===== src/rtl/inst_fetch_unit.sv =====
`timescale 1ns/1ps
// Instruction fetch unit: single-outstanding memory requester feeding a
// prefetch FIFO, with redirect flush and discard of an in-flight response.
module inst_fetch_unit #(
   parameter logic [31:0] RESET_PC = 32'h0000_0000,
   parameter int unsigned DEPTH    = 4
) (
   input  logic        Clock,
   input  logic        Reset,
   output logic        imem_req,
   output logic [31:0] imem_addr,
   input  logic        imem_ack,
   input  logic [31:0] imem_rdata,
   input  logic        redirect,
   input  logic [31:0] redirect_pc,
   output logic [31:0] Inst,
   output logic [31:0] inst_pc,
   output logic        inst_valid,
   input  logic        inst_ready
);

   localparam int unsigned AW       = (DEPTH > 1) ? $clog2(DEPTH) : 1;
   localparam logic [AW:0] FULL_CNT = (AW+1)'(DEPTH);
   localparam logic [31:0] PC_MASK  = 32'hFFFF_FFFC;

   typedef enum logic [1:0] {FETCH, FULL, DISCARD} state_t;

   state_t        state;
   logic [31:0]   fetch_pc;
   logic [31:0]   tgt_pc;
   logic [31:0]   pc_q   [DEPTH];
   logic [31:0]   data_q [DEPTH];
   logic [AW-1:0] rd_ptr;
   logic [AW-1:0] wr_ptr;
   logic [AW:0]   count;
   logic [AW:0]   count_nxt;
   logic          push;
   logic          pop;
   logic [31:0]   redir_tgt;

   assign redir_tgt  = redirect_pc & PC_MASK;
   assign push       = (state == FETCH) && imem_ack && !redirect;
   assign pop        = (count != '0) && inst_ready && !redirect;
   assign count_nxt  = count + (AW+1)'(push) - (AW+1)'(pop);

   // Request is a decode of the registered state, held low while in reset so
   // an outstanding request is abandoned immediately.
   assign imem_req   = !Reset && (state != FULL);
   assign imem_addr  = fetch_pc;
   assign inst_valid = (count != '0);
   assign Inst       = inst_valid ? data_q[rd_ptr] : '0;
   assign inst_pc    = inst_valid ? pc_q[rd_ptr]   : '0;

   always_ff @(posedge Clock) begin
      if (Reset) begin
         state    <= FETCH;
         fetch_pc <= RESET_PC & PC_MASK;
         tgt_pc   <= '0;
         rd_ptr   <= '0;
         wr_ptr   <= '0;
         count    <= '0;
      end else begin
         if (push) begin
            pc_q[wr_ptr]   <= fetch_pc;
            data_q[wr_ptr] <= imem_rdata;
            wr_ptr         <= wr_ptr + AW'(1);
         end
         if (pop) begin
            rd_ptr <= rd_ptr + AW'(1);
         end
         count <= count_nxt;

         case (state)
            FETCH: begin
               if (redirect) begin
                  if (imem_ack) begin
                     fetch_pc <= redir_tgt;
                  end else begin
                     tgt_pc <= redir_tgt;
                     state  <= DISCARD;
                  end
               end else if (imem_ack) begin
                  fetch_pc <= fetch_pc + 32'd4;
                  if (count_nxt == FULL_CNT) begin
                     state <= FULL;
                  end
               end
            end
            FULL: begin
               if (redirect) begin
                  fetch_pc <= redir_tgt;
                  state    <= FETCH;
               end else if (pop) begin
                  state <= FETCH;
               end
            end
            DISCARD: begin
               // fetch_pc keeps the abandoned address on the bus until it is acked
               if (redirect) begin
                  if (imem_ack) begin
                     fetch_pc <= redir_tgt;
                     state    <= FETCH;
                  end else begin
                     tgt_pc <= redir_tgt;
                  end
               end else if (imem_ack) begin
                  fetch_pc <= tgt_pc;
                  state    <= FETCH;
               end
            end
            default: state <= FETCH;
         endcase

         if (redirect) begin
            rd_ptr <= '0;
            wr_ptr <= '0;
            count  <= '0;
         end
      end
   end

endmodule


===== config.mk =====
export PLATFORM = sky130hd
export DESIGN_NAME = inst_fetch_unit
export DESIGN_NICKNAME = d
export VERILOG_FILES = /design/src/rtl/inst_fetch_unit.sv
export SDC_FILE = /design/constraint.sdc
export NUM_CORES = 1
export LEC_CHECK = 0
export CAP_MARGIN = 40
export CORE_ASPECT_RATIO = 1.25
export CORE_MARGIN = 2
export CORE_UTILIZATION = 46
export DETAILED_ROUTE_END_ITERATION = 7
export GPL_TIMING_DRIVEN = 0
export PLACE_DENSITY_LB_ADDON = 0.12
export SKIP_CTS_REPAIR_TIMING = 1
export SLEW_MARGIN = 20
export SYNTH_ARGS = -nofsm -noshare
export SYNTH_HDL_FRONTEND = slang
export SYNTH_SLANG_ARGS = --single-unit

===== constraint.sdc =====
create_clock -name Clock -period 3.9 [get_ports Clock]
set_input_delay 0.78 -clock Clock [delete_from_list [all_inputs] [get_ports Clock]]
set_output_delay 0.78 -clock Clock [all_outputs]
set_load 0.02 [all_outputs]

Word-level counts from Yosys, hierarchy flattened
Memory sizes are Yosys's and may differ from the RTL's. A register that Yosys moved wholly into a read port is not among the register bits.
Index checks and enable logic that the tools add are counted.
- mux-type cells: 24
- divide/modulo/power cells: 0
- $mul: 0
- bitwise operators: 1
- reductions and logical operators: 15
- equality and inequality tests: 11
- $add $sub $neg: 5
- shifts and indexed selects: 0
- order comparisons: 0
- operators by type and width (operator ; count):
    32-bit 2-to-1 mux ; 8
    32-bit one-hot mux with 3 select lines ; 1
    32-bit by 3-bit adder with 32-bit output, second input constant ; 1
    2-bit 2-to-1 mux ; 11
    3-bit != test, second input constant ; 4
    2-bit one-hot mux with 3 select lines ; 1
    3-bit nonzero test ; 2
    1-bit logical AND ; 5
    5-bit AND reduction ; 1
    2-bit by 1-bit adder with 2-bit output, second input constant ; 2
    2-bit != test, second input constant ; 2
    4-bit AND reduction ; 1
    2-bit OR reduction ; 2
    3-bit by 1-bit adder with 3-bit output ; 1
    3-bit equality test, second input constant ; 1
    1-bit 2-to-1 mux ; 3
    3-bit by 2-bit != test with 1-bit output, second input constant ; 1
    3-bit AND reduction ; 1
    3-bit by 1-bit subtractor with 3-bit output ; 1
    2-bit by 1-bit equality test with 1-bit output, second input constant ; 1
    2-bit equality test, second input constant ; 1
    1-bit zero test ; 2
    2-bit zero test ; 1
    2-bit by 1-bit != test with 1-bit output, second input constant ; 1
    1-bit inverter ; 1
- word-level logic and storage cells: 64
- memory bits (read-only): 0
- memories: 2
- RAM bits: 256
- bits in latches: 0
- bits in registers: 71
- output and inout bits: 98
- bits of input ports: 69
- memories (name ; depth ; width ; read ports ; clocked after Yosys merged registers in ; wr ports ; RTL line ; text):
    data_q ; 4 ; 32 ; 1 ; 1 ; 1 ; 32 ; logic [31:0] data_q [DEPTH];
    pc_q ; 4 ; 32 ; 1 ; 1 ; 1 ; 31 ; logic [31:0] pc_q [DEPTH];

Longest topological paths before layout
- word-level depth: 10
- depth in mapped cells: 12
- mapped depth without buffers: 11

Least setup slack after synthesis
Ideal clock, no wire load.
- kind: input-to-reg
- start point: input imem_ack
- end point: memory data_q[0][0] (enable)
- required time: 3.471 ns
- setup slack: 0.100 ns
- setup time: 0.429 ns
- path buffers: 3
- stages: 6
- arrival time: 3.371 ns
- path through: buf_2 > buf_2 > buf_2 > nand3_1 > nor2_1 > and2_1
- word-level cells in the longest chain between the ends: 5
- ends and longest elaborated chain (element ; RTL line ; text):
    from (decl) ; 12 ; input logic imem_ack,
    1-bit logical AND (2 in a row) ; 42 ; assign push = (state == FETCH) && imem_ack && !redirect;
    1-bit 2-to-1 mux ; 63 ; if (push) begin
    1-bit 2-to-1 mux ; 55 ; if (Reset) begin
    1-bit 2-to-1 mux (not written as such) ; 65 ; data_q[wr_ptr] <= imem_rdata;
    to (decl) ; 32 ;
No other way between the ends.

Final worst setup path
- start point: input imem_ack
- end point: register state[0]
- word-level cells in the longest chain between the ends: 7
- elaborated cells on any way between the ends: 10
- those cells by class: add/sub: 2; eq/ne: 5; reduce/logical: 3
- ends and longest elaborated chain (element ; RTL line ; text):
    1-bit logical AND (2 in a row) ; 42 ;
    3-bit by 1-bit adder with 3-bit output ; 44 ; assign count_nxt = count + (AW+1)'(push) - (AW+1)'(pop);
    3-bit by 1-bit subtractor with 3-bit output ; 44 ;
    3-bit equality test ; 84 ; if (count_nxt == FULL_CNT) begin
    3-bit by 2-bit != test with 1-bit output (no line) ; - ;
    5-bit AND reduction (no line) * ; - ;
    to (signal assigned) ; 85 ; state <= FULL;
    to (signal assigned) ; 92 ; state <= FETCH;
    to (signal assigned) ; 94 ; state <= FETCH;
    to (decl) ; 28 ; state_t state;
Every way passes the cells marked *; elsewhere a longest branch is shown, timed or not.
A chain may end at the register's enable or synchronous reset.

==> impl_metrics.env <==
export IMPL_outcome="finished clean"
export IMPL_slowest_stage="clkdlybuf4s50_1"
export IMPL_cp_cell_sequence="clkdlybuf4s50_1 > clkbuf_4 > buf_6 > buf_6 > nand3_2 > ha_1 > inv_1 > ha_1 > fa_1 > xnor2_1 > or3_1 > or3_1 > a221oi_1"
export IMPL_finalSetupTns_ns=0
export IMPL_avgSynthCellArea_um2=13.85
export IMPL_power_frac_comb_pct=12.3
export IMPL_drv_cap=0
export IMPL_cp_end_kind="flip-flop"
export IMPL_switching_share_pct=24.66
export IMPL_antenna_found_initial=0
export IMPL_grt_pass1_wl_um=56440
export IMPL_port_buffers=164
export IMPL_yosysTopAreaCell="edfxtp_1"
export IMPL_pwr_share_seq_pct=50.2
export IMPL_cp_max_fo=10
export IMPL_synth_top_area_share_pct=52.91
export IMPL_ioPinCount=167
export IMPL_cts_tree="done"
export IMPL_die_x_um=163.0
export IMPL_htree_levels=1
export IMPL_wl_per_cell_um=21.79
export IMPL_grt_overflow=0
export IMPL_p_total_uw=8075
export IMPL_antenna_cells=0
export IMPL_clkSinkCount=329
export IMPL_syn2layout_area_growth_pct=22.86
export IMPL_synth_edff_count=256
export IMPL_initial_core_util_pct=46.89
export IMPL_p_int_uw=6084
export IMPL_yosys_warnings=0
export IMPL_grt_usage_pct=22.32
export IMPL_clkSlewWorstSetupHoldPaths_ns=0.06
export IMPL_vdd_ir_drop_max_mv=0.3279
export IMPL_drt_vias_per_instance=5.783
export IMPL_die_h_um=202.7
export IMPL_switchingPower_uw=1991
export IMPL_fin_crit_sh_pct=95.30
export IMPL_rr_worst_depth=11
export IMPL_clock_path_buffers=3
export IMPL_drive_above_1_share_pct=13.96
export IMPL_clockRootBuffer="clkbuf_16"
export IMPL_wirelength_um=36640
export IMPL_max_freq_ghz=0.2691
export IMPL_syn_inst=1049
export IMPL_hold_class="reg -> reg"
export IMPL_r2r_end="state[0]"
export IMPL_cp_endpoint="state[0]"
export IMPL_rrSetupSlack_ns=0.86
export IMPL_setup_viol=0
export IMPL_layout_nets=1330
export IMPL_fin_hold_ws_ns=0.4536
export IMPL_clkLatencyLatePin_ns=0.58
export IMPL_first_pass_iters=6
export IMPL_gp_congestion=0.9582
export IMPL_finalHoldViolations=0
export IMPL_rsz0062_at_grt="false"
export IMPL_dpl_hpwl_um=24990
export IMPL_power_density_mw_per_mm2=452.3
export IMPL_vias=9727
export IMPL_drv_slew=0
export IMPL_worstSetupPathType="in -> reg"
export IMPL_critPathRequiredTime_ns=4.38
export IMPL_final_util_pct=57.61
export IMPL_synth_net_count=1129
export IMPL_r2r_start="state[0]"
export IMPL_synth_area_top_cells="edfxtp_1, dfxtp_1, mux4_2"
export IMPL_crit_start="imem_ack"
export IMPL_finalClockSkew_ns=0.02635
export IMPL_core_area_mm2=0.03099
export IMPL_ys_seq_elements=329
export IMPL_fp_row_count=72
export IMPL_clkPwrFrac_pct=37.5
export IMPL_cpPeakStageDelay_ns=0.56
export IMPL_final_antenna_net_count=0
export IMPL_tightest_slew_ns=0.8676
export IMPL_slew_headroom_pct=42.16
export IMPL_cts_buffers=31
export IMPL_cp_arrival_ns=4.20
export IMPL_ys_seq_area_share_pct=62.96
export IMPL_die_area_mm2=0.03303
export IMPL_min_period_ns=3.717
export IMPL_drc=0
export IMPL_synth_area_mm2=0.01453
export IMPL_yosysUniqueCellTypes=70
export IMPL_crit_path_start_kind="input port"
export IMPL_drt_iter0_markers=859
export IMPL_async_reset_ff_share_pct=0
export IMPL_leakagePower_uw=0.005819
export IMPL_grt_max_degree=45
export IMPL_ys_flop_type="edfxtp_1"
export IMPL_grt_pass1_vias=9584
[power groups by stage]
stage / Clock, µW / Sequential, µW / Combinational, µW
floorplan: 0 / 4120 / 509
global placement: 0 / 4120 / 978
detailed placement: 0 / 4130 / 984
CTS: 3090 / 4050 / 989
global route: 3240 / 4070 / 1070
finish: 3030 / 4060 / 994
[Yosys cell counts (all sizes together) (9+ instances only)]
cell type,instances
a31oi,11
nor4,12
clkbuf,45
a22oi,9
o21ai,35
mux2i,23
buf,30
nand3,24
nand2,110
nor2,44
a21oi,51
mux4,64
inv,16
and2,75
edfxtp,256
dfxtp,73
nand4,10
ha,10
nor3,9
a22o,10
[worst min-delay path by stage]
stage | to | cells past startpoint | startpoint | slack (ns)
after detailed placement | tgt_pc[4] | 2 | tgt_pc[4] | 0.45
after floorplan | tgt_pc[24] | 2 | tgt_pc[24] | 0.44
after CTS | tgt_pc[4] | 2 | tgt_pc[4] | 0.46
after global placement | tgt_pc[8] | 2 | tgt_pc[8] | 0.44
after global routing | tgt_pc[4] | 2 | tgt_pc[4] | 0.47
final | tgt_pc[26] | 2 | tgt_pc[26] | 0.45
[layout make-up]
class | instances | area, µm²
inverter | 16 | 60.06
tap | 407 | 509.2
clock buffer | 46 | 872.1
timing repair buffer | 170 | 1754
sequential | 329 | 9150
multi-input combinational | 628 | 4966
clock inverter | 12 | 152.6
fill | 2551 | 13140
buffer | 74 | 387.9
[sequential cells by signal (all words and copies together), names as in the netlist, named ones only]
signal and flops:
data_q 128, pc_q 128, imem_addr 32, tgt_pc 30, count 3, rd_ptr 2
state 2, wr_ptr 2
[per-stage QoR]
step | std cells | setup WS, ns | instance area (µm²)
after floorplan | 1049 | 0.09970 | 14530
after global placement | 1620 | -2.261 | 16680
after detailed placement | 1626 | -0.9551 | 16800
after CTS | 1684 | -0.3291 | 17830
after global routing | 1682 | 0.03352 | 17850
final | 1682 | 0.1835 | 17850
[layout by cell type (no fill, tap or decap), drive strengths merged, types with 7 or more instances in the layout]
| master | instances |
|---|---|
| nand3 | 24 |
| nor3 | 9 |
| buf | 33 |
| a211oi | 7 |
| nor4 | 12 |
| mux2i | 23 |
| ha | 10 |
| clkdlybuf4s50 | 164 |
| mux4 | 64 |
| o21ai | 35 |
| edfxtp | 256 |
| a21oi | 51 |
| a221o | 8 |
| and2 | 75 |
| a31oi | 11 |
| clkbuf | 92 |
| nand4 | 10 |
| a22o | 10 |
| nor2 | 44 |
| a221oi | 7 |
| dfxtp | 73 |
| xnor2 | 7 |
| nand2 | 110 |
| inv | 18 |
| a22oi | 9 |
[kinds of logic (layout without fill, tap and decap cells)]
group | count (synthesis) | in the layout | share of synthesized area, %
XOR/XNOR | 8 | 8 | 0.4822
adder cells (fa/ha/maj) | 11 | 11 | 0.9989
buffers and inverters | 92 | 318 | 2.962
flip-flops | 329 | 329 | 62.96
AND/OR/NAND/NOR | 318 | 318 | 11.26
AO/OA/AOI/OAI | 199 | 199 | 9.438
multiplexers | 92 | 92 | 11.89
[worst max-delay path, delay by kind of cell]
kind / cells / cell delay, ns
fa+ha+maj: 3 / 0.89
xor+xnor: 1 / 0.16
simple gates: 3 / 0.85
buf+inv: 5 / 1.29
compound gates: 1 / 0.22
[per-layer routing]
layer	vias up	part of all wire, %	GRT usage (%)
li1	4482	-	-
met1	4763	40	28.50
met2	392	50	38.41
met3	90	6.2	3.126
met4	0	3.8	8.976
met5	-	0	0
Note: power is estimated with default switching activity, not from simulation.
